## config.mk

```make
export PLATFORM = sky130hd
export DESIGN_NAME = multdiv_unit_flat
export DESIGN_NICKNAME = d
export VERILOG_FILES = /design/src/rtl/multdiv_pkg.sv /design/src/rtl/multdiv_unit_if.sv /design/src/rtl/multdiv_unit_booth_recode.sv /design/src/rtl/multdiv_unit.sv /design/src/flat_wrapper.sv
export SDC_FILE = /design/constraint.sdc
export NUM_CORES = 1
export LEC_CHECK = 0
export BUFFER_PORTS_ARGS = -buffer_cell sky130_fd_sc_hd__clkbuf_2
export CORE_AREA = 2 2 172 174
export CTS_BUF_LIST = sky130_fd_sc_hd__clkbuf_16
export CTS_CLUSTER_SIZE = 8
export DETAILED_ROUTE_END_ITERATION = 10
export DIE_AREA = 0 0 174 176
export HOLD_SLACK_MARGIN = 0.08
export PLACE_DENSITY = 0.69
export SYNTH_ARGS = -nofsm -noshare
export SYNTH_HDL_FRONTEND = slang
export SYNTH_SLANG_ARGS = --single-unit
export TNS_END_PERCENT = 30
```

## constraint.sdc

```tcl
create_clock -name clock -period 7.5 [get_ports clock]
set_input_delay 0.375 -clock clock [delete_from_list [all_inputs] [get_ports clock]]
set_output_delay 0.375 -clock clock [all_outputs]
set_load 0.02 [all_outputs]
```

## src/rtl/multdiv_pkg.sv

```systemverilog
// Shared types and constants for the iterative signed multiply/divide unit.
package multdiv_pkg;

  localparam int unsigned WIDTH     = 32;
  localparam int unsigned MUL_ITERS = 16;
  localparam int unsigned DIV_ITERS = 32;

  localparam logic [4:0] OP_MUL = 5'b00110;
  localparam logic [4:0] OP_DIV = 5'b00111;

  localparam logic [WIDTH-1:0] INT_MIN = {1'b1, {(WIDTH-1){1'b0}}};

  typedef enum logic [1:0] {
    IDLE = 2'd0,
    MUL  = 2'd1,
    DIV  = 2'd2,
    FIX  = 2'd3
  } state_e;

endpackage

```

## src/rtl/multdiv_unit_if.sv

```systemverilog
// Operand/strobe/result bundle between execute (master) and the mul/div unit (slave).
interface multdiv_unit_if;

  logic [multdiv_pkg::WIDTH-1:0] data_operandA;
  logic [multdiv_pkg::WIDTH-1:0] data_operandB;
  logic                          ctrl_MULT;
  logic                          ctrl_DIV;
  logic [multdiv_pkg::WIDTH-1:0] data_result;
  logic                          data_exception;
  logic                          data_resultRDY;
  logic                          busy;

  modport master (
    output data_operandA, data_operandB, ctrl_MULT, ctrl_DIV,
    input  data_result, data_exception, data_resultRDY, busy
  );

  modport slave (
    input  data_operandA, data_operandB, ctrl_MULT, ctrl_DIV,
    output data_result, data_exception, data_resultRDY, busy
  );

endinterface

```

## src/rtl/multdiv_unit_booth_recode.sv

```systemverilog
// Radix-4 modified Booth recoder: 3-bit multiplier window -> {0,+-1,+-2} x multiplicand.
module booth_recode
  import multdiv_pkg::*;
(
  input  logic [2:0]       win_i,
  input  logic [WIDTH-1:0] mcand_i,
  output logic [WIDTH+1:0] pp_c_o
);

  logic [WIDTH+1:0] m1;
  logic [WIDTH+1:0] m2;

  always_comb begin
    m1 = {{2{mcand_i[WIDTH-1]}}, mcand_i};
    m2 = {mcand_i[WIDTH-1], mcand_i, 1'b0};
    case (win_i)
      3'b001, 3'b010: pp_c_o = m1;
      3'b011:         pp_c_o = m2;
      3'b100:         pp_c_o = -m2;
      3'b101, 3'b110: pp_c_o = -m1;
      default:        pp_c_o = '0;
    endcase
  end

endmodule

```

## src/rtl/multdiv_unit.sv

```systemverilog
// Iterative signed 32-bit multiply (radix-4 Booth, 18 edges) / divide (non-restoring, 34 edges).
// MULTDIV_EARLY_DIV0_EN: divide-by-zero skips straight to FIX, completing at E2.
module multdiv_unit
  import multdiv_pkg::*;
(
  input logic           clock,
  input logic           reset,
  multdiv_unit_if.slave bus
);

  localparam int unsigned PW = 2*WIDTH + 2;
  localparam int unsigned CW = 5;

  state_e           state_q, state_d;
  logic [CW-1:0]    cnt_q, cnt_d;
  logic [PW-1:0]    prod_q, prod_d;
  logic [WIDTH-1:0] opnd_q, opnd_d;
  logic [WIDTH-1:0] result_q, result_d;
  logic             is_mul_q, is_mul_d;
  logic             neg_q, neg_d;
  logic             zero_q, zero_d;
  logic             flag_q, flag_d;
  logic             exc_q, exc_d;
  logic             rdy_q, rdy_d;
  logic             busy_q, busy_d;

  logic [WIDTH+1:0] pp;
  logic [WIDTH+1:0] bsum;
  logic [WIDTH+1:0] dshift;
  logic [WIDTH+1:0] dsum;
  logic [WIDTH-1:0] mag_a, mag_b, quo;
  logic [WIDTH:0]   hi_bits;

  booth_recode u_booth (
    .win_i   (prod_q[2:0]),
    .mcand_i (opnd_q),
    .pp_c_o  (pp)
  );

  // prod_q = {acc/remainder[32:0], multiplier/quotient[31:0], booth guard bit}
  assign bsum    = {prod_q[PW-1], prod_q[PW-1:WIDTH+1]} + pp;
  assign dshift  = {prod_q[PW-1:WIDTH+1], prod_q[WIDTH]};
  assign dsum    = prod_q[PW-1] ? dshift + {2'b00, opnd_q} : dshift - {2'b00, opnd_q};
  assign quo     = prod_q[WIDTH:1];
  assign hi_bits = prod_q[2*WIDTH:WIDTH];
  assign mag_a   = bus.data_operandA[WIDTH-1] ? -bus.data_operandA : bus.data_operandA;
  assign mag_b   = bus.data_operandB[WIDTH-1] ? -bus.data_operandB : bus.data_operandB;

  always_ff @(posedge clock) begin
    if (reset) begin
      state_q  <= IDLE;
      cnt_q    <= '0;
      prod_q   <= '0;
      opnd_q   <= '0;
      result_q <= '0;
      is_mul_q <= 1'b0;
      neg_q    <= 1'b0;
      zero_q   <= 1'b0;
      flag_q   <= 1'b0;
      exc_q    <= 1'b0;
      rdy_q    <= 1'b0;
      busy_q   <= 1'b0;
    end else begin
      state_q  <= state_d;
      cnt_q    <= cnt_d;
      prod_q   <= prod_d;
      opnd_q   <= opnd_d;
      result_q <= result_d;
      is_mul_q <= is_mul_d;
      neg_q    <= neg_d;
      zero_q   <= zero_d;
      flag_q   <= flag_d;
      exc_q    <= exc_d;
      rdy_q    <= rdy_d;
      busy_q   <= busy_d;
    end
  end

  // A start strobe in any state (re)launches an operation; MULT has priority over DIV.
  always_comb begin
    state_d  = state_q;
    cnt_d    = cnt_q;
    prod_d   = prod_q;
    opnd_d   = opnd_q;
    result_d = result_q;
    is_mul_d = is_mul_q;
    neg_d    = neg_q;
    zero_d   = zero_q;
    flag_d   = flag_q;
    exc_d    = exc_q;
    rdy_d    = 1'b0;
    busy_d   = busy_q;

    if (bus.ctrl_MULT) begin
      state_d  = MUL;
      cnt_d    = '0;
      busy_d   = 1'b1;
      is_mul_d = 1'b1;
      opnd_d   = bus.data_operandA;
      prod_d   = {{(WIDTH+1){1'b0}}, bus.data_operandB, 1'b0};
    end else if (bus.ctrl_DIV) begin
      state_d  = DIV;
      cnt_d    = '0;
      busy_d   = 1'b1;
      is_mul_d = 1'b0;
      opnd_d   = mag_b;
      prod_d   = {{(WIDTH+1){1'b0}}, mag_a, 1'b0};
      neg_d    = bus.data_operandA[WIDTH-1] ^ bus.data_operandB[WIDTH-1];
      zero_d   = (bus.data_operandB == '0);
      flag_d   = (bus.data_operandB == '0) ||
                 ((bus.data_operandA == INT_MIN) && (bus.data_operandB == '1));
`ifdef MULTDIV_EARLY_DIV0_EN
      if (bus.data_operandB == '0) state_d = FIX;
`else
      state_d  = DIV;
`endif
    end else begin
      case (state_q)
        MUL: begin
          prod_d = {bsum[WIDTH+1], bsum, prod_q[WIDTH:2]};
          cnt_d  = cnt_q + CW'(1);
          if (cnt_q == CW'(MUL_ITERS-1)) state_d = FIX;
        end
        DIV: begin
          prod_d = {dsum[WIDTH:0], quo[WIDTH-2:0], ~dsum[WIDTH+1], 1'b0};
          cnt_d  = cnt_q + CW'(1);
          if (cnt_q == CW'(DIV_ITERS-1)) state_d = FIX;
        end
        FIX: begin
          state_d = IDLE;
          busy_d  = 1'b0;
          rdy_d   = 1'b1;
          if (is_mul_q) begin
            result_d = quo;
            exc_d    = !((&hi_bits) || !(|hi_bits));
          end else begin
            result_d = zero_q ? '0 : (neg_q ? -quo : quo);
            exc_d    = flag_q;
          end
        end
        default: state_d = IDLE;
      endcase
    end
  end

  assign bus.data_result    = result_q;
  assign bus.data_exception = exc_q;
  assign bus.data_resultRDY = rdy_q;
  assign bus.busy           = busy_q;

endmodule
```

## src/flat_wrapper.sv

```systemverilog
// flat-port wrapper written by rule: the top's interface ports become plain ports
module multdiv_unit_flat import multdiv_pkg::*;
  (clock, reset, bus_data_operandA, bus_data_operandB, bus_ctrl_MULT, bus_ctrl_DIV, bus_data_result, bus_data_exception, bus_data_resultRDY, bus_busy);
  multdiv_unit_if bus_i ();
  input logic clock;
  input logic reset;
  input wire logic [$bits(bus_i.data_operandA)-1:0] bus_data_operandA;
  input wire logic [$bits(bus_i.data_operandB)-1:0] bus_data_operandB;
  input wire logic [$bits(bus_i.ctrl_MULT)-1:0] bus_ctrl_MULT;
  input wire logic [$bits(bus_i.ctrl_DIV)-1:0] bus_ctrl_DIV;
  output wire logic [$bits(bus_i.data_result)-1:0] bus_data_result;
  output wire logic [$bits(bus_i.data_exception)-1:0] bus_data_exception;
  output wire logic [$bits(bus_i.data_resultRDY)-1:0] bus_data_resultRDY;
  output wire logic [$bits(bus_i.busy)-1:0] bus_busy;
  assign bus_i.data_operandA = bus_data_operandA;
  assign bus_i.data_operandB = bus_data_operandB;
  assign bus_i.ctrl_MULT = bus_ctrl_MULT;
  assign bus_i.ctrl_DIV = bus_ctrl_DIV;
  assign bus_data_result = bus_i.data_result;
  assign bus_data_exception = bus_i.data_exception;
  assign bus_data_resultRDY = bus_i.data_resultRDY;
  assign bus_busy = bus_i.busy;
  multdiv_unit u_core (.clock(clock), .reset(reset), .bus(bus_i));
endmodule
```

==> impl_metrics.json, run 1 <==
{
  "rr_worst_depth": 21,
  "layout.nets": 2139,
  "start_util_pct": 50.0,
  "portBuffers": 102,
  "die_area_mm2": 0.0306,
  "rows": 62,
  "use_met3_pct": 5.06,
  "cts_buffer_depth": 2,
  "grt_max_degree": 81,
  "syn_area_per_cell_um2": 7.09,
  "cts_resized": 0,
  "worstSetupStartpoint": "u_core.opnd_q[1]",
  "tritoncts": "done",
  "worst_r2r_endpoint": "u_core.prod_q[65]",
  "finalWorstSetupSlack_ps": 2110,
  "outcome": "finished, final reports clean",
  "vias_per_cell": 6.46,
  "grtUsageMet1_pct": 42.6,
  "cts_setup_buffers": 0,
  "hold_violations": 0,
  "relSlewSlack_pct": 19.4,
  "fin_setup_tns_ps": 0,
  "grt_pass1_wl_um": 77100,
  "clock_latency_ps": 440,
  "yosysWarningCount": 0,
  "synth_cells": 2014,
  "powerDensity_mw_per_mm2": 174,
  "worst_hold_path.num_cells": 3,
  "start_kind": "flip-flop",
  "drtIter0Drc": 1624,
  "die_x_um": 174,
  "io_pins": 103,
  "clkSinkCount": 144,
  "wirelength_um": 49300,
  "cts-root-buf": "clkbuf_16",
  "grt_antenna_before_repair": 0,
  "core_mm2": 0.0285,
  "fin_crit_sh_pct": 71.8,
  "fillCellCount": 2904,
  "timing.hold.ws_ps": 232,
  "critPathMaxFanout": 8,
  "drive_gt1_share_pct": 8.58,
  "netlist_area_mm2": 0.0143,
  "yosysUniqueCellTypes": 79,
  "fmax_mhz": 186,
  "syn_to_final_growth_pct": 7.65,
  "cts-hold-fix-buffers": 0,
  "synth_nets": 2161,
  "crit_arrival_ps": 5740,
  "cp-end-kind": "flip-flop",
  "synth_seq_cells": 144,
  "postSynth.asyncResetShare_pct": 0,
  "skew_ps": 8.72,
  "wire_per_inst_um": 20.6,
  "rsz0062_at_grt": "false",
  "dr.pass1.iters": 6,
  "numCtsBuffers": 17,
  "drc_errors": 0,
  "period_needed_ps": 5390,
  "postLayoutCellArea_mm2": 0.0154,
  "grt_overflow": 0,
  "slew_violations": 0,
  "critical_path_class": "flip-flop to flip-flop",
  "gp_congestion": 0.971,
  "reg2reg_from": "u_core.opnd_q[1]",
  "htreeDepth": 4,
  "crit_required_ps": 7850,
  "die_h_um": 176,
  "path_clk_slew_ps": 70,
  "hold_path_class": "input port to flip-flop",
  "ys.flop_type": "dfxtp_1",
  "busiest_layer": "met2",
  "critPathCapture": "u_core.prod_q[65]",
  "grt.met2_usage_pct": 50.0,
  "final_util_pct": 53.8,
  "leakagePower_nw": 6.13,
  "tightest_slew_ps": 1210,
  "ir_worst_vdd_mv": 0.142,
  "rrSetupSlack_ps": 2110,
  "ant_nets": 0,
  "max_cap_viol_count": 0,
  "place_area_mm2": 0.0148,
  "synth_edf_count": 0,
  "place_ws_ps": 2220,
  "hpwl_um": 36600,
  "yosysSeqAreaShare_pct": 20.2,
  "grt_usage_pct": 31.3,
  "grt_pass1_vias": 13800,
  "finalSetupViolations": 0,
  "vias": 15400
}
-- cell usage after synthesis, types with 12 or more instances --
master	instances	area, µm²
nor4_1	27	169
a31oi_1	19	119
nand3_1	22	110
a211oi_1	102	766
o21ai_0	107	536
mux2i_1	20	200
o31ai_1	25	188
nor3_1	59	295
nand2b_1	14	87.6
clkbuf_1	138	518
a22oi_1	32	240
a21oi_1	207	1040
a221oi_1	12	105
or4_1	13	97.6
xor2_1	120	1050
nand2_1	173	649
o211ai_1	21	158
a21o_1	24	180
nor2b_1	28	175
nand4_1	37	231
o22ai_1	14	87.6
ha_1	77	963
o221ai_1	17	149
inv_1	44	165
xnor2_1	87	762
nor2_1	255	957
dfxtp_1	144	2880
or3_1	15	93.8
-- registers in the layout, indices dropped and copies added (netlist names) --
signal and cells:
u_core.bus.data_exception 1, u_core.state_q 2, u_core.bus.data_result 32, u_core.zero_q 1, u_core.opnd_q 32, u_core.bus.busy 1, u_core.cnt_q 5, u_core.prod_q 66
u_core.is_mul_q 1, u_core.neg_q 1, u_core.flag_q 1, u_core.bus.data_resultRDY 1
-- per-stage QoR --
step	power, W	instances
after floorplan	0.00154	2014
after global placement	0.00178	2357
after detailed placement	0.00179	2357
after CTS	0.00266	2389
after global routing	0.00280	2389
final	0.00268	2390
-- how the worst min path moves through the flow --
stage | startpoint | endpoint | slack [ps]
final | bus_data_operandA[30] | u_core.opnd_q[30] | 230
after CTS | bus_data_operandA[29] | u_core.opnd_q[29] | 220
after global placement | u_core.bus.data_result[29] | u_core.bus.data_result[29] | 460
after global routing | bus_data_operandA[30] | u_core.opnd_q[30] | 240
after detailed placement | u_core.zero_q | u_core.zero_q | 470
after floorplan | u_core.zero_q | u_core.zero_q | 440
-- power by group --
group | internal [W] | leakage, nW | switching (W)
registers | 0.000803 | 1.18 | 0.0000786
clock network | 0.000493 | 0.283 | 0.000380
logic | 0.000335 | 4.67 | 0.000587
total | 0.00163 | 6.13 | 0.00104
-- layer usage --
metal	share of wire (%)	up-vias
met5	0	-
met4	3.2	0
met1	44	7267
met2	45	728
met3	8.3	114
li1	-	7328
-- kinds of logic after synthesis --
family,share of synthesized area (%)
AND/OR/NAND/NOR,22.5
AO/OA/AOI/OAI,30.3
XOR/XNOR,12.8
buffers and inverters,5.59
flip-flops,20.2
adder cells (fa/ha/maj),7.03
multiplexers,1.56
-- critical path, cell delays in order, from the launching register on --
cell and delay [ps]:
dfxtp_1 360, inv_1 90, ha_1 260, nor4b_1 470
nand2b_1 260, nor3_2 280, nand2_1 170, or3_1 390
nand2_1 100, xnor2_1 140, a21oi_1 90, o211ai_1 210
ha_1 360, and3_1 260, nand4_1 130, o221ai_1 130
a21oi_1 490, o211ai_1 220, a211oi_1 380, or4_1 200
o211ai_2 110, a221oi_2 190
-- final cells by class --
cell class	count	area [µm²]	share of cell area (%)
multi-input cells	1666	10600	69.1
flip-flops and latches	144	2880	18.8
repair buffers	115	616	4.01
well taps	384	480	3.13
clock buffers	17	425	2.77
inverters	48	180	1.17
clock inverters	15	156	1.02
diodes	1	2.50	0.0163
-- layout by cell type (no fill, tap or decap), drive strengths merged, types with 24 or more instances in the layout --
master  netlist  routed
a211oi      102     102
a21o         24      24
a21oi       208     208
a22oi        32      32
clkbuf      138     116
dfxtp       144     144
ha           77      77
inv          44      49
nand2       173     173
nand4        37      37
nor2        255     255
nor2b        28      28
nor3         63      63
nor4         28      28
o21ai       114     114
o31ai        25      25
xnor2        88      88
xor2        120     120
Note: power is estimated with default switching activity, not from simulation.
==> inputs of run 2 (changes only) <==
ABC_AREA = 1   (was not set)
CORE_AREA = 2 2 180 182   (was 2 2 172 174)
DIE_AREA = 0 0 182 184   (was 0 0 174 176)
PLACE_DENSITY = 0.71   (was 0.69)
clock period = 4.9 ns   (was 7.5 ns; I/O delays follow)
==> run 2 against run 1 <==
Sequential power rose by 51%. Setup slack got worse by 1900 ps. Critical path depth rose by 3. Sequential share of layout area fell by 1.7 points. Non-clock buffer count rose by 4. Flip-flop and latch count did not move. Critical endpoint is now u_core.prod_q[57].
==> impl_metrics.json, run 2 <==
{
  "hpwl_um": 54800,
  "postLayoutCellArea_mm2": 0.0169,
  "drive_gt1_share_pct": 8.62,
  "ir_worst_vdd_mv": 0.290,
  "grt_overflow": 0,
  "synth_most_common_cell": "nand2_1",
  "clock_latency_ps": 460,
  "pwr-share-clk_pct": 31.9,
  "syn_area_per_cell_um2": 5.73,
  "swShare_pct": 43.8,
  "synthSimpleGateAreaFrac_pct": 38.4,
  "synth_adder_area_share_pct": 6.46,
  "wire_per_inst_um": 21.9,
  "rr_worst_depth": 24,
  "path_clk_slew_ps": 70,
  "place_area_mm2": 0.0163,
  "die_area_mm2": 0.0335,
  "grt_antenna_before_repair": 0,
  "grt_max_degree": 71,
  "synth_compound_area_share_pct": 24.9,
  "antenna_cells": 0,
  "critPathMaxFanout": 7,
  "drtIter0Drc": 2536,
  "wirelength_um": 69100,
  "slew_violations": 0,
  "layout.nets": 2894,
  "synthTopCellsByArea": "dfxtp_1 19%, nand2_1 15%, a21oi_1 8.4%",
  "tightest_slew_ps": 1050,
  "die_x_um": 182,
  "skew_ps": 11.1,
  "p_total_w": 0.00427,
  "synth_xor_area_share_pct": 1.24,
  "dp_cells": 3130,
  "max_cap_viol_count": 0,
  "mostFrequentLayoutCell": "nand2_1",
  "start_kind": "flip-flop",
  "synth_top_cell_area_share_pct": 18.6,
  "rrSetupSlack_ps": 250,
  "cts_setup_buffers": 0,
  "hold_path_class": "input port to flip-flop",
  "seqPwrFrac_pct": 31.2,
  "worst_hold_path.num_cells": 3,
  "vias": 19700,
  "postSynth.asyncResetShare_pct": 0,
  "cts_buffer_depth": 2,
  "cts-hold-fix-buffers": 0,
  "rsz0062_at_grt": "false",
  "hold_violations": 0,
  "fin_setup_tns_ps": 0,
  "gp_congestion": 1.07,
  "period_needed_ps": 4650,
  "intPower_w": 0.00240,
  "synth_top_area_cell": "dfxtp_1",
  "start_util_pct": 49.5,
  "layout_common_cells": "638 x nand2_1, 303 x inv_1, 269 x nor2_1",
  "numCtsBuffers": 17,
  "leakagePower_nw": 7.71,
  "synth_nets": 2857,
  "powerDensity_mw_per_mm2": 254,
  "finalSetupViolations": 0,
  "top_register": "u_core.prod_q",
  "largest_reg_flops": 66,
  "outcome": "finished, final reports clean",
  "crit_arrival_ps": 5000,
  "yosysSeqAreaShare_pct": 18.6,
  "htreeDepth": 4,
  "muxShareOfSynthArea_pct": 0,
  "clkSinkCount": 144,
  "synth_common_cells": "638 x nand2_1, 303 x inv_1, 270 x nor2_1",
  "yosysUniqueCellTypes": 61,
  "rows": 65,
  "ant_nets": 0,
  "vias_per_cell": 6.21,
  "combPwrFrac_pct": 36.9,
  "synth_top_family_by_area": "simple AND/OR/NAND/NOR gates",
  "instances_no_fill": 3162,
  "p_sw_w": 0.00187,
  "fin_crit_sh_pct": 94.9,
  "cts-root-buf": "clkbuf_16",
  "drc_errors": 0,
  "die_h_um": 184,
  "synth_edf_count": 0,
  "dr.pass1.iters": 6,
  "relSlewSlack_pct": 29.6,
  "cts_resized": 0,
  "synth_cells": 2710,
  "grt_pass1_vias": 17900,
  "crit_required_ps": 5250,
  "tritoncts": "done",
  "fmax_mhz": 215,
  "synth_seq_cells": 144,
  "syn_to_final_growth_pct": 8.48,
  "critical_path_class": "flip-flop to flip-flop",
  "portBuffers": 102,
  "cp-end-kind": "flip-flop",
  "yosysWarningCount": 0,
  "io_pins": 103,
  "core_mm2": 0.0314,
  "grt_pass1_wl_um": 105000,
  "grt_usage_pct": 40.8,
  "netlist_area_mm2": 0.0155,
  "ys.flop_type": "dfxtp_1"
}
## run 2: through the flow
| stage | hold slack [ps] | worst slack (ps) | utilization [%] |
|---|---|---|---|
| after floorplan | 408 | 1780 | - |
| after global routing | 105 | 84.6 | 53.7 |
| after detailed placement | 455 | 498 | 51.8 |
| after global placement | 454 | 543 | 51.8 |
| after CTS | 87.6 | 454 | 53.7 |
| final | 97.7 | 251 | 53.7 |
## run 2: path summary, 6_finish.rpt
check | to | startpoint
hold reg to reg | u_core.bus.data_result[18] | u_core.bus.data_result[18]
setup / recovery | u_core.prod_q[57] | u_core.opnd_q[0]
setup reg to reg | u_core.prod_q[57] | u_core.opnd_q[0]
hold / removal | u_core.opnd_q[14] | bus_data_operandA[14]
## run 2: routing by layer
metal	GRT usage (%)	share of wire, %
met5	0	0
met4	26.9	7.5
met3	6.00	9.2
met2	67.1	45
met1	49.9	38
## run 2: kinds of logic (layout without fill, tap and decap cells)
kind of cell             after synthesis  after routing
AND/OR/NAND/NOR                     1345           1345
AO/OA/AOI/OAI                        695            695
buffers and inverters                425            475
flip-flops                           144            144
adder cells (fa/ha/maj)               79             79
XOR/XNOR                              22             22
## run 2: critical path, cell delays in order (launching register included)
cell and delay (ps):
dfxtp_1 330, inv_1 200, ha_1 300, nand2_2 100
nor2_1 180, nand2_2 150, nor2_2 140, inv_1 120
nor2_2 180, nand2_1 90, xor2_1 180, inv_1 90
nand2_1 60, o2111ai_1 270, ha_1 460, a21oi_1 250
o21ai_0 310, a21oi_1 240, o21ai_0 130, nor2_1 340
nand2_1 100, nand2_1 70, nor2_1 70, nor2_1 100
nor2_1 50
## run 2: final cells by class
class	instances	area, µm²
Timing Repair Buffer	119	638
Clock buffer	17	425
Inverter	324	1220
Clock inverter	15	163
Sequential cell	144	2880
Fill cell	3328	14500
Multi-Input combinational cell	2141	11000
Tap cell	402	503
## run 2: power by group through the flow
stage | registers (W) | clock network (W) | logic (W)
after floorplan | 0.00132 | 0 | 0.00104
after global placement | 0.00135 | 0 | 0.00151
after detailed placement | 0.00135 | 0 | 0.00151
after CTS | 0.00133 | 0.00137 | 0.00152
after global routing | 0.00134 | 0.00142 | 0.00172
final | 0.00133 | 0.00136 | 0.00158
